[config.mk]
export PLATFORM = sky130hd
export DESIGN_NAME = plugboard_stage
export DESIGN_NICKNAME = d
export VERILOG_FILES = /design/src/rtl/plugboard_pkg.sv /design/src/rtl/plugboard_stage_plug_table.sv /design/src/rtl/plugboard_stage.sv
export SDC_FILE = /design/constraint.sdc
export NUM_CORES = 1
export LEC_CHECK = 0
export CORE_MARGIN = 4
export CORE_UTILIZATION = 65
export CTS_CLUSTER_DIAMETER = 80
export DETAILED_ROUTE_END_ITERATION = 8
export GPL_ROUTABILITY_DRIVEN = 1
export PLACE_DENSITY_LB_ADDON = 0.12
export SLEW_MARGIN = 20
export SYNTH_ARGS = -nofsm -noshare
export SYNTH_HDL_FRONTEND = slang
export SYNTH_SLANG_ARGS = --single-unit
[constraint.sdc]
create_clock -name clk -period 10.2 [get_ports clk]
set_clock_uncertainty 0.05 [all_clocks]
set_input_delay 2.04 -clock clk [delete_from_list [all_inputs] [get_ports clk]]
set_output_delay 2.04 -clock clk [all_outputs]
set_load 0.05 [all_outputs]
[src/rtl/plugboard_pkg.sv]
`default_nettype none
// ============================================================================
// Module   : plugboard_pkg
// Purpose  : Shared constants, letter index type and helpers for the
//            plugboard and rotor stages.
// Revision : 1.0 - initial release
// ============================================================================
package plugboard_pkg;

  localparam logic [7:0] ASCII_A = 8'h41;
  localparam logic [7:0] ASCII_Z = 8'h5A;
  localparam int         ALPHA   = 26;

  typedef logic [4:0] letter_idx_t;

  // Two-state controller encoding
  localparam logic [0:0] STATE_IDLE  = 1'b0;
  localparam logic [0:0] STATE_CLEAR = 1'b1;

  // True for an upper-case ASCII letter
  function automatic logic is_upper(input logic [7:0] c);
    return (c >= ASCII_A) && (c <= ASCII_Z);
  endfunction

  // Alphabet index of a letter; only meaningful after is_upper() holds
  function automatic letter_idx_t to_idx(input logic [7:0] c);
    logic [7:0] diff;
    diff = c - ASCII_A;
    return diff[4:0];
  endfunction

endpackage
`default_nettype wire

[src/rtl/plugboard_stage_plug_table.sv]
`default_nettype none
// ============================================================================
// Module   : plug_table
// Purpose  : 26-entry letter swap table. One pair write (a<->b), one sweep
//            write used by the clear, one combinational read, and a vector
//            flagging which letters are still unplugged.
// Revision : 1.0 - initial release
// ============================================================================
module plug_table
  import plugboard_pkg::*;
(
  input  logic              clk,
  input  logic              reset,
  input  logic              pair_we,
  input  letter_idx_t       pair_a,
  input  letter_idx_t       pair_b,
  input  logic              clr_we,
  input  letter_idx_t       clr_idx,
  input  letter_idx_t       rd_idx,
  output letter_idx_t       rd_data,
  output logic [ALPHA-1:0]  free
);

  letter_idx_t tbl_q [ALPHA];
  letter_idx_t tbl_d [ALPHA];

  // Next table contents: the clear sweep has priority over a pair write
  always_comb begin
    for (int i = 0; i < ALPHA; i++) begin
      tbl_d[i] = tbl_q[i];
    end
    if (clr_we) begin
      if (clr_idx < letter_idx_t'(ALPHA)) begin
        tbl_d[clr_idx] = clr_idx;
      end
    end else if (pair_we) begin
      if ((pair_a < letter_idx_t'(ALPHA)) && (pair_b < letter_idx_t'(ALPHA))) begin
        tbl_d[pair_a] = pair_b;
        tbl_d[pair_b] = pair_a;
      end
    end
  end

  generate
    for (genvar gi = 0; gi < ALPHA; gi++) begin : g_entry
      // Each entry resets to identity
      always_ff @(posedge clk or posedge reset) begin
        if (reset) begin
          tbl_q[gi] <= letter_idx_t'(gi);
        end else begin
          tbl_q[gi] <= tbl_d[gi];
        end
      end

      assign free[gi] = (tbl_q[gi] == letter_idx_t'(gi));
    end
  endgenerate

  // Lookup for the character path; out-of-range indices read back unchanged
  always_comb begin
    rd_data = rd_idx;
    if (rd_idx < letter_idx_t'(ALPHA)) begin
      rd_data = tbl_q[rd_idx];
    end
  end

endmodule
`default_nettype wire

[src/rtl/plugboard_stage.sv]
`default_nettype none
// ============================================================================
// Module   : plugboard_stage
// Purpose  : Steckerbrett stage feeding the rotor. Swaps configured letter
//            pairs on each ASCII character with one cycle of latency, accepts
//            pair writes with conflict checking, and clears the table with a
//            fixed-length sweep.
// Revision : 1.0 - initial release
// ============================================================================
module plugboard_stage
  import plugboard_pkg::*;
#(
  parameter int MAX_PAIRS  = 10,
  parameter int CLR_CYCLES = 26
) (
  input  logic        clk,
  input  logic        reset,
  input  logic        cfg_clr,
  input  logic        cfg_wr,
  input  logic [7:0]  cfg_a,
  input  logic [7:0]  cfg_b,
  output logic        cfg_ack,
  output logic        cfg_err,
  output logic [3:0]  pair_cnt,
  output logic        busy,
  input  logic        valid,
  input  logic [7:0]  din,
  output logic        ready,
  output logic [7:0]  dout,
  output logic        dout_valid,
  output logic        char_err
);

  localparam letter_idx_t K_LAST = letter_idx_t'(CLR_CYCLES - 1);

  logic [0:0]   state_q, state_d;
  letter_idx_t  k_q, k_d;
  logic [3:0]   pair_cnt_q, pair_cnt_d;
  logic         cfg_ack_q, cfg_ack_d;
  logic         cfg_err_q, cfg_err_d;
  logic [7:0]   dout_q, dout_d;
  logic         dout_valid_q, dout_valid_d;
  logic         char_err_q, char_err_d;

  logic              clr_we;
  logic              clr_last;
  logic              idle;
  logic              wr_evt;
  logic              pair_ok;
  logic              take;
  letter_idx_t       idx_a, idx_b, rd_idx, rd_data;
  logic [ALPHA-1:0]  free;

  plug_table u_table (
    .clk     (clk),
    .reset   (reset),
    .pair_we (pair_ok),
    .pair_a  (idx_a),
    .pair_b  (idx_b),
    .clr_we  (clr_we),
    .clr_idx (k_q),
    .rd_idx  (rd_idx),
    .rd_data (rd_data),
    .free    (free)
  );

  // Controller state and sweep counter
  always_ff @(posedge clk or posedge reset) begin
    if (reset) begin
      state_q <= STATE_IDLE;
      k_q     <= '0;
    end else begin
      state_q <= state_d;
      k_q     <= k_d;
    end
  end

  // Next state: a clear pulse starts the sweep, which ends after the last index
  always_comb begin
    state_d = state_q;
    k_d     = k_q;
    case (state_q)
      STATE_IDLE: begin
        if (cfg_clr) begin
          state_d = STATE_CLEAR;
          k_d     = '0;
        end
      end
      STATE_CLEAR: begin
        if (k_q == K_LAST) begin
          state_d = STATE_IDLE;
          k_d     = '0;
        end else begin
          k_d = k_q + 5'd1;
        end
      end
    endcase
  end

  // Controller outputs: sweep write enable, busy flag and end-of-sweep marker
  always_comb begin
    clr_we   = (state_q == STATE_CLEAR);
    busy     = (state_q == STATE_CLEAR);
    clr_last = (state_q == STATE_CLEAR) && (k_q == K_LAST);
  end

  // Handshake and pair-conflict decode; cfg_clr outranks cfg_wr outranks valid
  always_comb begin
    idle    = (state_q == STATE_IDLE);
    ready   = idle && !cfg_clr && !cfg_wr;
    take    = valid && ready;
    wr_evt  = idle && cfg_wr && !cfg_clr;
    idx_a   = to_idx(cfg_a);
    idx_b   = to_idx(cfg_b);
    rd_idx  = to_idx(din);
    pair_ok = 1'b0;
    if (wr_evt && is_upper(cfg_a) && is_upper(cfg_b) && (idx_a != idx_b)) begin
      pair_ok = free[idx_a] && free[idx_b] && (pair_cnt_q < 4'(MAX_PAIRS));
    end
  end

  // Next values for the config responses, pair count and character output
  always_comb begin
    pair_cnt_d   = pair_cnt_q;
    cfg_ack_d    = pair_ok;
    cfg_err_d    = wr_evt && !pair_ok;
    dout_d       = dout_q;
    dout_valid_d = take;
    char_err_d   = 1'b0;

    if (clr_last) begin
      pair_cnt_d = '0;
    end else if (pair_ok) begin
      pair_cnt_d = pair_cnt_q + 4'd1;
    end

    if (take) begin
      if (is_upper(din)) begin
        dout_d = ASCII_A + {3'b000, rd_data};
      end else begin
        dout_d     = din;
        char_err_d = 1'b1;
      end
    end
  end

  // Registered outputs
  always_ff @(posedge clk or posedge reset) begin
    if (reset) begin
      pair_cnt_q   <= '0;
      cfg_ack_q    <= 1'b0;
      cfg_err_q    <= 1'b0;
      dout_q       <= 8'h00;
      dout_valid_q <= 1'b0;
      char_err_q   <= 1'b0;
    end else begin
      pair_cnt_q   <= pair_cnt_d;
      cfg_ack_q    <= cfg_ack_d;
      cfg_err_q    <= cfg_err_d;
      dout_q       <= dout_d;
      dout_valid_q <= dout_valid_d;
      char_err_q   <= char_err_d;
    end
  end

  assign pair_cnt   = pair_cnt_q;
  assign cfg_ack    = cfg_ack_q;
  assign cfg_err    = cfg_err_q;
  assign dout       = dout_q;
  assign dout_valid = dout_valid_q;
  assign char_err   = char_err_q;

endmodule
`default_nettype wire

; ---- Yosys cells after proc, flatten, opt, wreduce, memory -nomap -nowiden
; Cells that the tools add are included.
[totals]
ff_bits = 152
latchBits = 0
ramBits = 0
mem_bits_ro = 0
input_bits = 29
output_inout_bits = 18
elab_cells = 154
mem_count = 0
[op_classes]
n_addsub = 6
multipliers = 0
div_mod_pow = 0
order_cmp = 20
n_eq_ne = 29
shift = 0
muxes = 33
bitwise = 5
reduce_logical = 27
[ops]
columns = cell, n
row1 = 2-to-1 mux 130 bit, 4
row2 = bitwise mux 130 bit, 3
row3 = demux 5 bit (select 5 bit), 3
row4 = "equality test 5 bit, second input constant", 11
row5 = "equality test 5 x 4 -> 1 bit, second input constant", 8
row6 = 2-to-1 mux 5 bit, 8
row7 = binary-select mux 5 bit (select 5 bit), 1
row8 = ">= comparator 6 bit, second input constant", 4
row9 = ">= comparator 8 x 7 -> 1 bit, second input constant", 3
row10 = "less-or-equal comparator 8 x 7 -> 1 bit, second input constant", 3
row11 = inverter 5 -> 6 bit, 4
row12 = "equality test 5 x 3 -> 1 bit, second input constant", 4
row13 = "< comparator 5 bit, second input constant", 4
row14 = logical AND 1 bit, 19
row15 = "< comparator 6 x 1 -> 1 bit, second input constant", 3
row16 = "subtractor 5 x 1 -> 5 bit, second input constant", 3
row17 = "< comparator 5 x 6 -> 1 bit, second input constant", 2
row18 = binary-select mux 1 bit (select 5 bit), 2
row19 = "equality test 5 x 2 -> 1 bit, second input constant", 2
row20 = one-hot mux 5 bit (2 select lines), 1
row21 = "adder 7 x 5 -> 8 bit, first input constant", 1
row22 = 2-to-1 mux 4 bit, 2
row23 = 2-to-1 mux 8 bit, 1
row24 = 2-to-1 mux 1 bit, 7
row25 = 13 further kinds, 17

; ---- Depth between registers and ports, before layout
; Gate-level depths: netlist of the first run.
[depth]
depth_word = 11
depth_mapped = 17
depth_no_buf = 12

; ---- Cells and area by module
; Synthesis of the first run repeated with hierarchy kept, for this count alone.
[hier_totals]
cells_unflattened = 1227
hier_area_um2 = 11876.4
[by_module_without_submodules]
columns = module, n_inst, cells_each, area_each_um2, seq_area_each_um2
row1 = plug_table, 1, 1021, 9937.0, 3324.4
row2 = plugboard_stage, 1, 206, 1939.4, 550.5

; ---- Worst setup path after synthesis of the first run
; OpenSTA, ideal clock, no wires.
[synth_path]
kind = in2reg
from = in din[0]
to = reg dout_q[3] (netlist: dout[3])
setup_time_ns = 0.069
arrival_ns = 5.465
required_ns = 10.081
slack_ns = 4.616
cell_stages = 15
n_path_buf = 6
path_cell_list = buf_2 buf_2 buf_2 inv_1 ha_1 buf_2 buf_1 buf_2 mux4_2 o21ai_0 o211ai_1 a31oi_1 and3b_1 or4_1 nand3_1
[synth_between]
elab_chain_cells = 8
word_cells_on_any_way = 12
cone_classes = 2 x add/sub / 3 x order compare / 5 x mux / 1 x bitwise / 1 x reduce/logical
[synth_lines]
columns = item, line_no
row1 = from (decl), plugboard_stage.sv:27  ; input logic [7:0] din,
row2 = subtractor 5 x 1 -> 5 bit, plugboard_pkg.sv:28  ; diff = c - ASCII_A;
row3 = inverter 5 -> 6 bit (implied by the code), plugboard_stage_plug_table.sv:63  ; rd_data = tbl_q[rd_idx];
row4 = binary-select mux 5 bit (select 5 bit), plugboard_stage_plug_table.sv:63
row5 = 2-to-1 mux 5 bit (implied by the code) (2 in series), plugboard_stage_plug_table.sv:63
row6 = 2-to-1 mux 5 bit, plugboard_stage_plug_table.sv:62  ; if (rd_idx < letter_idx_t'(ALPHA)) begin
row7 = adder 7 x 5 -> 8 bit, plugboard_stage.sv:139  ; dout_d = ASCII_A + {3'b000, rd_data};
row8 = 2-to-1 mux 8 bit *, plugboard_stage.sv:138  ; if (is_upper(din)) begin
row9 = to (signal assigned), plugboard_stage.sv:160  ; dout_q <= dout_d;
row10 = to (decl), plugboard_stage.sv:41  ; logic [7:0] dout_q, dout_d;
; Every way passes the cells marked *; elsewhere a longest branch is shown, timed or not. The select of a mux whose other input is x is not followed.
; A chain may end at the register's enable or synchronous reset.

; ---- Worst setup path in the final report of the first run
[layout_path]
from = in cfg_a[0]
to = reg u_table.tbl_q[70] in the netlist's numbering
[layout_between]
elab_chain_cells = 11
word_cells_on_any_way = 29
cone_classes = 1 x add/sub / 5 x order compare / 1 x eq/ne / 10 x mux / 1 x bitwise / 11 x reduce/logical
[layout_lines]
columns = item, line_no
row1 = from (decl), plugboard_stage.sv:20  ; input logic [7:0] cfg_a,
row2 = subtractor 5 x 1 -> 5 bit, plugboard_pkg.sv:28
row3 = inverter 5 -> 6 bit (implied by the code), plugboard_stage_plug_table.sv:38  ; tbl_d[pair_a] = pair_b;
row4 = >= comparator 6 bit (implied by the code) / < comparator 6 x 1 -> 1 bit (equally long branches), plugboard_stage_plug_table.sv:38
row5 = logical AND 1 bit (implied by the code), plugboard_stage_plug_table.sv:38
row6 = 2-to-1 mux 5 bit (implied by the code), plugboard_stage_plug_table.sv:38
row7 = demux 5 bit (select 5 bit), plugboard_stage_plug_table.sv:38
row8 = bitwise mux 130 bit, plugboard_stage_plug_table.sv:38
row9 = bitwise mux 130 bit, plugboard_stage_plug_table.sv:39  ; tbl_d[pair_b] = pair_a;
row10 = 2-to-1 mux 130 bit, plugboard_stage_plug_table.sv:37  ; if ((pair_a < letter_idx_t'(ALPHA)) && (pair_b < letter_idx_t'(ALPHA))) begin
row11 = 2-to-1 mux 130 bit, plugboard_stage_plug_table.sv:36  ; end else if (pair_we) begin
row12 = 2-to-1 mux 130 bit, plugboard_stage_plug_table.sv:32  ; if (clr_we) begin
row13 = "to (signal, indexed assignment)", plugboard_stage_plug_table.sv:49  ; tbl_q[gi] <= letter_idx_t'(gi);
row14 = "to (signal, indexed assignment)", plugboard_stage_plug_table.sv:51  ; tbl_q[gi] <= tbl_d[gi];
row15 = to (decl), plugboard_stage_plug_table.sv:24  ; letter_idx_t tbl_q [ALPHA];
; Parallel ways exist; a longest one is shown, timed or not. The select of a mux whose other input is x is not followed.

==> flow_summary.json, run 1 <==
{
  "status": "completed",
  "period_minus_slack_ps": 7320,
  "avgSynthCellArea_um2": 8.77,
  "syn_area_um2": 11800,
  "grt_util_all_layers": 0.411,
  "htree_levels": 4,
  "synthArstFlopShare": 1.00,
  "gp_congestion": 1.07,
  "grt_pass1_vias": 11000,
  "tns_ps": 0,
  "nets": 1379,
  "cts_root_buf": "clkbuf_16",
  "powerDensity_nw_per_um2": 184,
  "io_buffers": 46,
  "crit_required_ps": 10520,
  "drc": 0,
  "first_pass_iters": 6,
  "io_pins": 47,
  "clk_latency_ps": 450,
  "start_util": 0.661,
  "syn_nets": 1397,
  "overflow": 0,
  "rows": 49,
  "hold_viol_final": 0,
  "fillCellCount": 1388,
  "ys_warn_count": 0,
  "area_growth_pct": 8.68,
  "synth_edf_count": 0,
  "grt_pass1_wl_um": 63700,
  "worstMarginPinSlew_ps": 1210,
  "setup_violations": 0,
  "power_leakage_nw": 5.14,
  "clockBufferDepth": 2,
  "antenna_found_initial": 1,
  "critPathMostFrequentCell": "buf_4",
  "drtIter0Drc": 1650,
  "hold_class": "reg -> reg",
  "ant_nets": 0,
  "wl_um": 41700,
  "clkTransAtPathRegs_ps": 60,
  "cts.sinks": 152,
  "post_cts_buffers": 0,
  "drive_above_1_share": 0.170,
  "synth_most_common_cell": "nand2_1",
  "cts-buffers-inserted": 17,
  "startpoint_type": "input pin",
  "path_class": "in -> reg",
  "hold_buffers": 0,
  "worst_path_max_delay_cell": "xnor2_1",
  "cp_max_fo": 36,
  "via_per_inst": 7.39,
  "die_x_um": 143,
  "dpl_cell_area_um2": 12300,
  "cts_tree": "yes",
  "yosys_most_used_dff": "dfrtp_1",
  "ys_ff_latch": 152,
  "cts_resized": 0,
  "p_total_w": 0.00236,
  "crit_chain": "clkdlybuf4s50_1, buf_4, inv_1, ha_1, nor3b_1, xnor2_1, nor3_1, and2_1, a211oi_1, nand4_2, inv_2, buf_4, o21ai_2, mux2_1",
  "min_period_over_period": 0.718,
  "grt_max_degree": 84,
  "synth_common_cells": "nand2_1 (179), dfrtp_1 (95), nor2_1 (76)",
  "max_clock_freq_ghz": 0.137,
  "die_h_um": 143,
  "die_area_um2": 20400,
  "endpoint_kind": "flip-flop",
  "cp.buffers_inverters": 5,
  "path_delay_family": "buffers and inverters",
  "synthCells": 1348,
  "worstPathArrival_ps": 7630,
  "vias": 11600,
  "layout_setup_ws_ps": 2880,
  "slew-limit-headroom": 0.192,
  "yosys-top-cells-area": "dfrtp_1 (20%), dfstp_2 (13%), mux4_2 (6.9%), nand2_1 (5.7%), a22oi_1 (3.6%)",
  "fin_hold_ws_ps": 422,
  "stdcell_area_um2": 12900,
  "diodes": 0,
  "yosysTopAreaCell": "dfrtp_1",
  "maxCapViolations": 0,
  "ir_worst_vdd_mv": 0.152,
  "rsz0062_at_grt": "false",
  "seq_area_frac_synth": 0.328,
  "worst_path_largest_cell_delay_ps": 800,
  "final_max_slew_viol_count": 0,
  "core_um2": 17900,
  "wl_per_cell_um": 26.6,
  "yosys.area.top_type_share": 0.201,
  "dpl.hpwl_um": 29400,
  "synth_cell_type_count": 87,
  "place_ws_ps": 2730
}
-- where the power goes --
part / internal (W) / total [W] / switching (W)
sequential: 0.000722 / 0.000847 / 0.000125
combinational: 0.000300 / 0.000890 / 0.000589
clock: 0.000342 / 0.000624 / 0.000283
-- sequential cells by signal, indices dropped and copies added, names as in the netlist --
register       count
busy               1
pair_cnt           4
dout_valid         1
char_err           1
k_q                5
cfg_err            1
u_table.tbl_q    130
dout               8
cfg_ack            1
-- worst reg2reg max path, stage by stage, from the launching register on --
cell,delay [ps]
dfstp_2,560
nand2_1,60
nor4_1,770
a22oi_1,220
o2111a_1,190
a2111oi_0,620
nand4_2,540
inv_2,580
buf_4,540
o21ai_2,210
mux2_1,360
-- routing by layer --
metal	GRT usage	wire length [um]
met5	0	13
met4	0.224	2680
met3	0.126	5470
met2	0.617	17900
met1	0.533	15600
-- kinds of logic (layout without fill, tap and decap cells) --
group,after synthesis,in the layout,share of synthesized area
xor+xnor,24,24,0.0200
simple gates,513,513,0.217
fa+ha+maj,20,20,0.0212
mux,106,106,0.133
compound gates,379,379,0.227
buf+inv,154,149,0.0541
flops,152,152,0.328
-- path summary, 6_finish.rpt --
path	from	endpoint	slack, ps	cells after the start
worst max register to register	u_table.tbl_q[110]	u_table.tbl_q[70]	5430	10
worst max-delay path	cfg_a[0]	u_table.tbl_q[70]	2880	14
max in group asynchronous	reset	u_table.tbl_q[54]	6630	3
worst min register to register	dout[7]	dout[7]	420	2
worst min-delay path	dout[7]	dout[7]	420	2
min in group asynchronous	reset	u_table.tbl_q[124]	2040	2
-- cell usage in the layout (no fill, tap or decap), types with 25 or more instances in the layout --
cell,n
a21oi_1,56
a22oi_1,56
and2_1,40
clkdlybuf4s50_1,45
dfrtp_1,94
dfstp_2,57
inv_1,51
mux2_2,37
mux2i_1,25
mux4_2,36
nand2_1,179
nand3_1,67
nor2_1,74
o21ai_0,58
o221ai_1,26
o2bb2ai_1,26
-- through the flow --
stage | cells | util
6_report | 1572 | 0.718
3_3_place_gp | 1540 | 0.686
4_1_cts | 1572 | 0.718
3_5_place_dp | 1540 | 0.686
2_1_floorplan | 1348 | -
5_1_grt | 1572 | 0.718
-- final cells by class --
class | instances | area, um^2 | area share
sequential | 152 | 3880 | 0.302
inverter | 53 | 204 | 0.0159
tap | 229 | 287 | 0.0223
timing repair buffer | 64 | 591 | 0.0460
clock buffer | 18 | 429 | 0.0334
multi-input combinational | 1042 | 7330 | 0.570
clock inverter | 14 | 135 | 0.0105
(Power assumes the default switching activity.)
==> run 2: changes to the inputs <==
--- a/config.mk
+++ b/config.mk
@@ -6,7 +6,7 @@
 export NUM_CORES = 1
 export LEC_CHECK = 0
 export CORE_MARGIN = 4
-export CORE_UTILIZATION = 65
+export CORE_UTILIZATION = 63
 export CTS_CLUSTER_DIAMETER = 80
 export DETAILED_ROUTE_END_ITERATION = 8
 export GPL_ROUTABILITY_DRIVEN = 1
==> constraint.sdc (replaced) <==
create_clock -name clk -period 7.55 [get_ports clk]
set_clock_uncertainty 0.05 [all_clocks]
set_input_delay 1.51 -clock clk [delete_from_list [all_inputs] [get_ports clk]]
set_output_delay 1.51 -clock clk [all_outputs]
set_load 0.05 [all_outputs]
==> flow_summary.json, run 2 (synthesized netlist as in run 1, its figures left out) <==
{
  "power_frac_clock": 0.285,
  "crit_chain": "clkdlybuf4s50_1, inv_1, ha_1, nor3b_1, xnor2_2, nor3_2, o2111a_1, a2111oi_0, nand4_2, inv_2, buf_4, o21ai_2, mux2_2",
  "diodes": 0,
  "ant_nets": 0,
  "cts.sinks": 152,
  "min_period_over_period": 0.852,
  "hold_class": "reg -> reg",
  "reg2regPathDepth": 10,
  "setup_violations": 0,
  "switchingPower_w": 0.00135,
  "crit_cells": 13,
  "start_util": 0.649,
  "p_sw_frac": 0.412,
  "cp_max_fo": 35,
  "dp_cells": 1542,
  "overflow": 0,
  "die_x_um": 145,
  "startpoint_type": "input pin",
  "wl_per_cell_um": 26.8,
  "io_pins": 47,
  "htree_levels": 4,
  "crit_end": "u_table.tbl_q[86]",
  "crit_required_ps": 7830,
  "tns_ps": 0,
  "path_class": "in -> reg",
  "r2r_slack_ps": 2890,
  "combPwrFrac": 0.369,
  "largest_reg_flops": 130,
  "fin_hold_ws_ps": 425,
  "critPathLaunch": "cfg_b[0]",
  "die_h_um": 145,
  "antenna_found_initial": 4,
  "worstPathArrival_ps": 6720,
  "final_cells": 1574,
  "clkTransAtPathRegs_ps": 70,
  "area_growth_pct": 9.47,
  "grt_max_degree": 98,
  "grt_util_all_layers": 0.398,
  "via_per_inst": 7.45,
  "regToRegEndpoint": "u_table.tbl_q[86]",
  "rows": 49,
  "endpoint_kind": "flip-flop",
  "fillCellCount": 1407,
  "p_int_w": 0.00194,
  "first_pass_iters": 7,
  "nets": 1381,
  "reg2reg_from": "u_table.tbl_q[111]",
  "drc": 0,
  "cts_resized": 0,
  "maxCapViolations": 0,
  "status": "completed",
  "rsz0062_at_grt": "false",
  "vias": 11700,
  "post_cts_buffers": 0,
  "cts_root_buf": "clkbuf_16",
  "clk_latency_ps": 450,
  "mostFrequentLayoutCells": "nand2_1 (179), dfrtp_1 (94), nor2_1 (74), nand3_1 (67), o21ai_0 (58)",
  "final_max_slew_viol_count": 0,
  "p_total_w": 0.00329,
  "max_clock_freq_ghz": 0.155,
  "drtIter0Drc": 1667,
  "path_delay_family": "buffers and inverters",
  "cp.buffers_inverters": 4,
  "grt_pass1_wl_um": 65400,
  "clockBufferDepth": 2,
  "gp_congestion": 1.06,
  "grt_pass1_vias": 11300,
  "hold_viol_final": 0,
  "dpl.hpwl_um": 29500,
  "io_buffers": 46,
  "final_common_cell": "nand2_1",
  "cts_tree": "yes",
  "seqPwrFrac": 0.346,
  "die_area_um2": 21000,
  "largest-register": "u_table.tbl_q",
  "power_leakage_nw": 5.20,
  "worstMarginPinSlew_ps": 1140,
  "worst_path_largest_cell_delay_ps": 830,
  "drive_above_1_share": 0.172,
  "hold_buffers": 0,
  "period_minus_slack_ps": 6440,
  "ir_worst_vdd_mv": 0.174,
  "cts-buffers-inserted": 17,
  "wl_um": 42200,
  "slew-limit-headroom": 0.238,
  "powerDensity_nw_per_um2": 254,
  "core_um2": 18200,
  "worst_path_max_delay_cell": "inv_2"
}
[run 2: cell count changes in the layout (fill, tap and decap cells not counted), moves of 2 or more]
cell	previous run	this run
inv_6	8	4
clkbuf_8	0	3
clkinvlp_4	3	1
clkinv_4	0	4
bufinv_16	1	3
[run 2: worst min-delay path, stage by stage, from the launching register on]
cell and delay [ps]:
dfrtp_1 340, nand2_1 50, nand2_1 50
[run 2: area by class of cell]
cell class / instances / area, um^2 / area share
Multi-Input combinational cell: 1042 / 7330 / 0.566
Sequential cell: 152 / 3880 / 0.299
Timing Repair Buffer: 66 / 618 / 0.0477
Clock buffer: 20 / 467 / 0.0360
Tap cell: 229 / 287 / 0.0221
Inverter: 53 / 204 / 0.0158
Clock inverter: 12 / 164 / 0.0127
[run 2: worst min-delay path by stage]
stage / slack [ps] / end / depth (start not counted) / startpoint
floorplan: 400 / u_table.tbl_q[52] / 2 / u_table.tbl_q[52]
detailed placement: 420 / u_table.tbl_q[3] / 2 / u_table.tbl_q[3]
CTS: 430 / dout[7] / 2 / dout[7]
global placement: 410 / dout[6] / 2 / dout[6]
global route: 450 / dout[7] / 2 / dout[7]
finish: 430 / dout[7] / 2 / dout[7]
[run 2: per-stage QoR]
step | setup WS (ps) | util | instance area, um^2
floorplan | 1990 | - | 11800
global placement | 1120 | 0.676 | 12300
detailed placement | 843 | 0.676 | 12300
CTS | 1300 | 0.711 | 12900
global route | 802 | 0.711 | 12900
finish | 1110 | 0.711 | 12900
[run 2: power by group through the flow]
stage               combinational, W  sequential, W  clock (W)
floorplan                   0.000753        0.00114          0
detailed placement           0.00116        0.00114          0
CTS                          0.00117        0.00113   0.000935
global placement             0.00114        0.00113          0
finish                       0.00121        0.00114   0.000937
global route                 0.00128        0.00115   0.000977
[run 2: routing by layer]
layer,share of wire,GRT usage
met3,0.13,0.130
met4,0.075,0.245
met2,0.43,0.594
met5,0.0010,0
met1,0.36,0.504
